<file path="src/rtl/alu_reservation_station.sv">
// ---------------------------------------------------------------------------
// alu_reservation_station
//
// Tomasulo-style reservation station in front of the LC-3b ALU. Holds up to
// DEPTH dispatched operations in a compacting, age-ordered queue (slot 0 is
// the oldest), wakes up missing operands by snooping the CDB, and offers the
// oldest fully-ready entry to the ALU over a valid/ready handshake.
//
// Ports
//   clk, rst                  clock, asynchronous active-high reset
//   flush                     squash every entry at the next edge
//   dispatch_*                incoming operation (valid/ready handshake)
//   cdb_valid/tag/value       result broadcast from the common data bus
//   issue_*                   selected (aluop, a, b, tag) bundle to the ALU
// ---------------------------------------------------------------------------
package lc3b_types;
    typedef enum logic [2:0] {
        alu_add,
        alu_and,
        alu_not,
        alu_pass,
        alu_sll,
        alu_srl,
        alu_sra
    } lc3b_aluop;
endpackage

module alu_reservation_station
    import lc3b_types::*;
#(
    parameter int DEPTH     = 4,
    parameter int TAG_WIDTH = 3
) (
    input  logic                 clk,
    input  logic                 rst,
    input  logic                 flush,
    input  logic                 dispatch_valid,
    output logic                 dispatch_ready,
    input  lc3b_aluop            dispatch_aluop,
    input  logic [TAG_WIDTH-1:0] dispatch_tag,
    input  logic                 dispatch_a_valid,
    input  logic [15:0]          dispatch_a_value,
    input  logic [TAG_WIDTH-1:0] dispatch_a_tag,
    input  logic                 dispatch_b_valid,
    input  logic [15:0]          dispatch_b_value,
    input  logic [TAG_WIDTH-1:0] dispatch_b_tag,
    input  logic                 cdb_valid,
    input  logic [TAG_WIDTH-1:0] cdb_tag,
    input  logic [15:0]          cdb_value,
    output logic                 issue_valid,
    input  logic                 issue_ready,
    output lc3b_aluop            issue_aluop,
    output logic [15:0]          issue_a,
    output logic [15:0]          issue_b,
    output logic [TAG_WIDTH-1:0] issue_tag
);

    localparam int CW = $clog2(DEPTH + 1);
    localparam int IW = $clog2(DEPTH);

    typedef struct packed {
        lc3b_aluop            aluop;
        logic [TAG_WIDTH-1:0] tag;
        logic                 a_valid;
        logic [15:0]          a_value;
        logic [TAG_WIDTH-1:0] a_tag;
        logic                 b_valid;
        logic [15:0]          b_value;
        logic [TAG_WIDTH-1:0] b_tag;
    } entry_t;

    entry_t          entry_q [DEPTH];
    entry_t          entry_d [DEPTH];
    logic [CW-1:0]   count_q;
    logic [CW-1:0]   count_d;
    logic [CW-1:0]   post_count;
    logic [DEPTH-1:0] ready;
    logic [IW-1:0]   sel_idx;
    logic            any_ready;
    logic            fire;
    logic            accept;
    entry_t          disp_entry;
    entry_t          sel_entry;

    // Capture a CDB result into any still-waiting operand with a matching tag.
    // Operands that are already valid are left untouched.
    function automatic entry_t snoop(input entry_t e, input logic cv,
                                     input logic [TAG_WIDTH-1:0] ct,
                                     input logic [15:0] val);
        entry_t r;
        r = e;
        if (cv && !e.a_valid && (e.a_tag == ct)) begin
            r.a_valid = 1'b1;
            r.a_value = val;
        end
        if (cv && !e.b_valid && (e.b_tag == ct)) begin
            r.b_valid = 1'b1;
            r.b_value = val;
        end
        return r;
    endfunction

    // Ready vector, gated by occupancy so stale slots can never be selected.
    for (genvar gi = 0; gi < DEPTH; gi++) begin : gen_ready
        assign ready[gi] = (gi < int'(count_q)) && entry_q[gi].a_valid && entry_q[gi].b_valid;
    end

    // Oldest-ready select: scan from the top so the lowest index wins.
    always_comb begin
        sel_idx   = '0;
        any_ready = 1'b0;
        for (int i = DEPTH - 1; i >= 0; i--) begin
            if (ready[i]) begin
                sel_idx   = IW'(i);
                any_ready = 1'b1;
            end
        end
    end

    assign sel_entry      = entry_q[sel_idx];
    assign issue_valid    = any_ready;
    assign issue_aluop    = any_ready ? sel_entry.aluop   : alu_add;
    assign issue_a        = any_ready ? sel_entry.a_value : 16'h0000;
    assign issue_b        = any_ready ? sel_entry.b_value : 16'h0000;
    assign issue_tag      = any_ready ? sel_entry.tag     : '0;
    assign dispatch_ready = (count_q < CW'(DEPTH));

    // Flush suppresses both handshakes even if they occurred this cycle.
    assign fire       = any_ready && issue_ready && !flush;
    assign accept     = dispatch_valid && dispatch_ready && !flush;
    assign post_count = count_q - CW'(fire);
    assign count_d    = flush ? '0 : (post_count + CW'(accept));

    always_comb begin
        disp_entry.aluop   = dispatch_aluop;
        disp_entry.tag     = dispatch_tag;
        disp_entry.a_valid = dispatch_a_valid;
        disp_entry.a_value = dispatch_a_value;
        disp_entry.a_tag   = dispatch_a_tag;
        disp_entry.b_valid = dispatch_b_valid;
        disp_entry.b_value = dispatch_b_value;
        disp_entry.b_tag   = dispatch_b_tag;
    end

    // Next slot contents: a new dispatch lands at the post-issue count; slots
    // at or above the issued one pull from their upper neighbour; everything
    // occupied is snooped on the way through.
    always_comb begin
        int src;
        src = 0;
        for (int i = 0; i < DEPTH; i++) begin
            entry_d[i] = '0;
            src        = (i + 1 < DEPTH) ? i + 1 : i;
            if (flush) begin
                entry_d[i] = '0;
            end else if (accept && (CW'(i) == post_count)) begin
                entry_d[i] = snoop(disp_entry, cdb_valid, cdb_tag, cdb_value);
            end else if (fire && (i >= int'(sel_idx))) begin
                if ((i + 1 < DEPTH) && (i + 1 < int'(count_q))) begin
                    entry_d[i] = snoop(entry_q[src], cdb_valid, cdb_tag, cdb_value);
                end
            end else if (i < int'(count_q)) begin
                entry_d[i] = snoop(entry_q[i], cdb_valid, cdb_tag, cdb_value);
            end
        end
    end

    always_ff @(posedge clk or posedge rst) begin
        if (rst) begin
            count_q <= '0;
            for (int i = 0; i < DEPTH; i++) begin
                entry_q[i] <= '0;
            end
        end else begin
            count_q <= count_d;
            for (int i = 0; i < DEPTH; i++) begin
                entry_q[i] <= entry_d[i];
            end
        end
    end

endmodule
</file>
<file path="config.mk">
export PLATFORM = sky130hd
export DESIGN_NAME = alu_reservation_station
export DESIGN_NICKNAME = d
export VERILOG_FILES = /design/src/rtl/alu_reservation_station.sv
export SDC_FILE = /design/constraint.sdc
export NUM_CORES = 1
export LEC_CHECK = 0
export CAP_MARGIN = 20
export CELL_PAD_IN_SITES_DETAIL_PLACEMENT = 0
export CELL_PAD_IN_SITES_GLOBAL_PLACEMENT = 1
export CORE_MARGIN = 3
export CORE_UTILIZATION = 30
export CTS_CLUSTER_SIZE = 40
export DETAILED_ROUTE_END_ITERATION = 16
export PLACE_DENSITY_LB_ADDON = 0.1
export SYNTH_ARGS = -nofsm -noshare
export SYNTH_HDL_FRONTEND = slang
export SYNTH_SLANG_ARGS = --single-unit
export TNS_END_PERCENT = 20
</file>
<file path="constraint.sdc">
create_clock -name clk -period 5.9 [get_ports clk]
set_clock_uncertainty 0.05 [all_clocks]
set_input_delay 0.885 -clock clk [delete_from_list [all_inputs] [get_ports clk]]
set_output_delay 0.885 -clock clk [all_outputs]
set_load 0.01 [all_outputs]
</file>
==> results of run 1 <==
how the worst max path moves through the flow:
stage,from,end,cells after the start
after floorplan,count_q[1],entry_q[146],14
after global placement,issue_ready,entry_q[183],12
after detailed placement,issue_ready,entry_q[183],12
after CTS,count_q[2],issue_b[0],6
after global routing,count_q[2],issue_tag[0],6
final,count_q[2],issue_b[0],6
layer usage:
metal | part of all wire | routed length, um | vias to the layer above | track usage
met5 | 0 | 0 | - | 0
met4 | 0.022 | 1170 | 0 | 0.0679
met3 | 0.046 | 2420 | 64 | 0.0402
met2 | 0.46 | 24200 | 355 | 0.375
met1 | 0.47 | 24400 | 5742 | 0.331
li1 | - | - | 5016 | -
cell families (layout without fill, tap and decap cells):
group	Yosys count	in the layout	synth area share
compound gates	454	454	0.304
simple gates	315	315	0.121
flops	187	187	0.378
buf+inv	174	205	0.0643
mux	128	128	0.107
xor+xnor	33	33	0.0234
fa+ha+maj	3	3	0.00303
worst register-to-register path: stages (launching register included):
cell	delay, ns
dfrtp_2	0.54
o311a_4	0.40
a311o_2	0.44
o21ai_2	0.19
inv_2	0.07
ha_1	0.18
ha_1	0.24
nor3_4	0.24
and3_2	0.65
nor2_1	0.18
a21oi_2	0.89
a32o_1	0.31
layout by cell type (no fill, tap or decap), types with 4 or more instances in the layout:
cell and count:
nand2b_1 7, nor2_1 34, inv_1 17, clkbuf_16 17, xnor2_1 27, a222oi_1 12, and2_1 4, a32oi_1 13
bufinv_16 5, nand3_1 6, a21oi_1 88, o221a_2 34, nand4_1 5, a2111oi_2 30, nor2b_1 11, xor2_1 6
dfrtp_1 186, mux2i_1 96, o221ai_1 38, buf_4 44, a32o_1 34, clkbuf_8 4, o21a_1 32, a221o_1 32
a211oi_1 46, nand2_1 172, o21ai_0 14, a22o_1 12, nor3_1 12, clkinv_2 4, clkdlybuf4s50_1 109, o22ai_1 44
mux2_2 32, nor3b_1 4, and3_1 40
sequential cells by signal, indices dropped and copies added (netlist names):
register,flops
count_q,3
entry_q,184
where the power goes:
part	switching, mW	leakage [nW]	total [mW]	internal [mW]
Combinational	0.280	3.15	0.449	0.168
Sequential	0.0307	2.58	1.35	1.32
Clock	0.556	0.333	1.35	0.798
Total	0.867	6.07	3.15	2.29
final cells by class:
| cell class | count | area, um2 |
|---|---|---|
| fill | 4136 | 25700 |
| multi-input combinational | 933 | 6950 |
| sequential | 187 | 4680 |
| timing repair buffer | 154 | 1440 |
| tap | 525 | 657 |
| clock buffer | 21 | 480 |
| clock inverter | 11 | 188 |
| inverter | 19 | 75.1 |
==> flow_summary.toml, run 1 <==
[status]
status = "completed"

[setup_path]
timing.rr.end = "entry_q[176]"
max_stage_delay_ns = 0.80
crit_family = "buffers and inverters"
worstPathArrival_ns = 3.85
cp_common_cell = "buf_4"
start_kind = "flip-flop"
setup.worst_path.end_class = "output port"
critPathKind = "reg -> out"
cp.required_ns = 4.97
crit_path_max_fanout = 77
cpMaxStageDelayCell = "or2_2"
r2r_slack_ns = 1.46
crit_path_cell_trace = "o311a_4 > buf_4 > or2_2 > buf_4 > o221ai_1 > clkdlybuf4s50_1"
path_buf_inv = 3
reg2reg_depth = 11
rr_startpoint = "count_q[2]"

[routing]
drc = 0
viasPerCell = 6.04
wl_mm = 52.2
first_pass_iters = 7
drtIter0Drc = 810
antenna_left = 0
routed-via-count = 11200
wl_per_cell_um = 28.2

[clocking]
worstSkewPairLatency_ns = 0.45
clkSinkCount = 187
tritoncts = "built"
numCtsBuffers = 17
cts_root_buf = "clkbuf_16"
clk_pin_slew_worst_paths_ns = 0.07
cts_resized = 0
cts-htree-levels = 4
postCtsSetupRepairBufs = 0
cts_hold_buffers = 0
clockBufferDepth = 2

[timing]
final.period_utilization = 0.812
fin_tns_setup_ns = 0
tightest_slew_ns = 1.14
hold_ws_ns = 0.445
max_freq_mhz = 209
rsz0062_at_grt = "false"
period_needed_ns = 4.79
hold_viol_final = 0
relSlewSlack = 0.236
drv_slew = 0
final-setup-viol-count = 0
fin_ws_ns = 1.11

[finish]
finalCoreUtilization = 0.360
nNetsFinal = 1386
n_antenna_cell = 0
drive_above_1_share = 0.151
finalInstanceArea_um2 = 14500
area_growth_pct = 17.0
final_cell_count_no_fill = 1850

[die]
num_io_pins = 111
die_h_um = 209
row_count = 73
die_w_um = 209
core-area_um2 = 40200
start_util = 0.308
dieArea_um2 = 43700

[power]
leakage_nw = 6.07
ir_worst_vdd_mv = 0.176
power.density_nw_per_um2 = 218
total_power_mw = 3.15

[synth]
synth-seq-cells = 187
syn_inst = 1294
synth_common_cells = "187 x dfrtp_1, 172 x nand2_1, 96 x mux2i_1, 89 x a21oi_1, 79 x clkbuf_1"
synth_top_area_share = 0.378
synth_edf_count = 0
synthDistinctLibCells = 65
yosysTopAreaCell = "dfrtp_1"
synth_most_common_cell = "dfrtp_1"
synth-main-ff-cell = "dfrtp_1"
yosysWarnings = 0
ys_seq_area_frac = 0.378
avgSynthCellArea_um2 = 9.56
synthTopCellsByArea = "dfrtp_1 38%, mux2i_1 7.8%, nand2_1 5.2%"
synth_fp_nets = 1368
async_flop_share = 1.00
syn_area_um2 = 12400

[placed_design]
hpwlAfterDp_mm = 31.7
io_buffers = 110
placed_area_um2 = 13800
place_ws_ns = 1.16
dp.cells = 1818
gp_congestion = 0.812

[worst_hold_path]
holdPathEnd = "entry_q[154]"
min_from = "entry_q[154]"
hold_class = "reg -> reg"
hold_depth = 1

[global_routing]
grt_usage = 0.236
grt_pass1_vias = 11500
antenna_found_initial = 0
grt_overflow = 0
grt_pass1_wl_mm = 78.1
grt_max_degree = 106

[flow_run]
cap_violations = 0
(Power assumes the default switching activity.)
==> run 2: changes to the inputs <==
==> constraint.sdc (replaced) <==
create_clock -name clk -period 4.2 [get_ports clk]
set_clock_uncertainty 0.05 [all_clocks]
set_input_delay 0.63 -clock clk [delete_from_list [all_inputs] [get_ports clk]]
set_output_delay 0.63 -clock clk [all_outputs]
set_load 0.01 [all_outputs]
==> run 2 against run 1 <==
Effect of this change:
- register-to-register slack lost 1.1 ns
- first-iteration DRC count is 11% higher
- critical path depth is 1 higher
- largest power group is now the clock network
- sequential share of layout area fell by 0.61 points
- via count increased by 1.3%
- flip-flop and latch count did not move
- combinational power grew 50%
- clock power rose by 41%
- global-route usage rose by 0.22 points
- worst setup slack worse by 0.96 ns
==> flow_summary.toml, run 2 (synthesized netlist as in run 1, its figures left out) <==
[status]
status = "completed"

[timing]
max_freq_mhz = 247
hold_viol_final = 0
tightest_slew_ns = 1.09
drv_slew = 0
final.period_utilization = 0.963
fin_ws_ns = 0.154
hold_ws_ns = 0.439
final-setup-viol-count = 0
fin_tns_setup_ns = 0
period_needed_ns = 4.05
relSlewSlack = 0.274
rsz0062_at_grt = "false"

[finish]
area_growth_pct = 19.2
finalCoreUtilization = 0.367
n_fill_cell = 4110
top_register = "entry_q"
most-common-layout-cells = "186 x dfrtp_1, 172 x nand2_1, 109 x clkdlybuf4s50_1"
nNetsFinal = 1407
final_cell_count_no_fill = 1872
largest_reg_flops = 184
largest_registers = "entry_q: 184 flops, count_q: 3 flops"
layout_commonest_cell = "dfrtp_1"
finalInstanceArea_um2 = 14800
drive_above_1_share = 0.163

[global_routing]
grt_pass1_vias = 11500
grt_pass1_wl_mm = 79.2
antenna_found_initial = 1
grt_usage = 0.238
grt_overflow = 0
grt_max_degree = 131

[setup_path]
crit_path_max_fanout = 70
crit_family = "buffers and inverters"
cpMaxStageDelayCell = "clkdlybuf4s50_1"
crit_path_cell_trace = "buf_6 > a21oi_4 > nor2_4 > buf_12 > a21oi_1 > o221ai_1 > clkdlybuf4s50_1"
cp.required_ns = 3.52
path_buf_inv = 3
critPathKind = "reg -> out"
worstPathArrival_ns = 3.37
max_stage_delay_ns = 0.62
setup.worst_path.end_class = "output port"
start_kind = "flip-flop"

[clocking]
numCtsBuffers = 17
cts-htree-levels = 4
cts_root_buf = "clkbuf_16"
clk_pin_slew_worst_paths_ns = 0.07
tritoncts = "built"
worstSkewPairLatency_ns = 0.46
postCtsSetupRepairBufs = 0
clockBufferDepth = 2
clkSinkCount = 187

[power]
ir_worst_vdd_mv = 0.208
total_power_mw = 4.46
leakage_nw = 6.21
power.density_nw_per_um2 = 302

[routing]
wl_mm = 52.9
viasPerCell = 6.05
drtIter0Drc = 896
antenna_left = 0
first_pass_iters = 7
wl_per_cell_um = 28.2
routed-via-count = 11300
drc = 0

[die]
start_util = 0.308
num_io_pins = 111
row_count = 73
core-area_um2 = 40200
dieArea_um2 = 43700
die_h_um = 209
die_w_um = 209

[placed_design]
io_buffers = 110
placed_area_um2 = 14100
gp_congestion = 0.785
place_ws_ns = 0.319
hpwlAfterDp_mm = 31.3
dp.cells = 1838

[flow_run]
cap_violations = 0

[worst_hold_path]
hold_class = "in -> reg"
run 2: what timing repair did:
action,CTS,global route
gates resized for setup,1,1
endpoints found under the setup margin,5,1
hold buffers,0,0
run 2: final cells by class:
class	instances	area, um2	area share
inverter	19	75.1	0.00509
multi-input combinational	933	6950	0.471
clock inverter	11	190	0.0129
timing repair buffer	175	1720	0.117
sequential	187	4680	0.317
clock buffer	21	470	0.0319
antenna	1	2.50	0.000170
tap	525	657	0.0445
run 2: where the power goes:
| part | switching [mW] | internal, mW |
|---|---|---|
| sequential | 0.0351 | 1.85 |
| combinational | 0.413 | 0.260 |
| clock | 0.793 | 1.10 |
| total | 1.24 | 3.22 |
run 2: worst paths after layout:
check / startpoint / endpoint / slack (ns) / cells past startpoint
max: count_q[2] / issue_b[0] / 0.15 / 7
min: flush / count_q[2] / 0.44 / 2
max reg2reg: count_q[2] / entry_q[72] / 0.39 / 12
min reg2reg: entry_q[171] / entry_q[171] / 0.45 / 1
max in group asynchronous: rst / entry_q[115] / 2.72 / 3
min in group asynchronous: rst / entry_q[146] / 0.61 / 3
run 2: per-layer routing:
metal / track usage / wire length (um) / vias up
met2: 0.377 / 24600 / 347
met3: 0.0357 / 2250 / 71
met4: 0.0700 / 1280 / 0
li1: - / - / 5059
met1: 0.337 / 24700 / 5845
met5: 0 / 0 / -
run 2: worst register-to-register path, cell delays in order, from the launching register on:
cell and delay (ns):
dfrtp_2 0.48, o311a_4 0.38, a311o_2 0.38, o21ai_2 0.15
inv_2 0.05, ha_1 0.18, ha_1 0.34, inv_1 0.08
and3_2 0.20, a21oi_4 0.82, buf_4 0.35, o21a_1 0.16
a2111oi_2 0.05
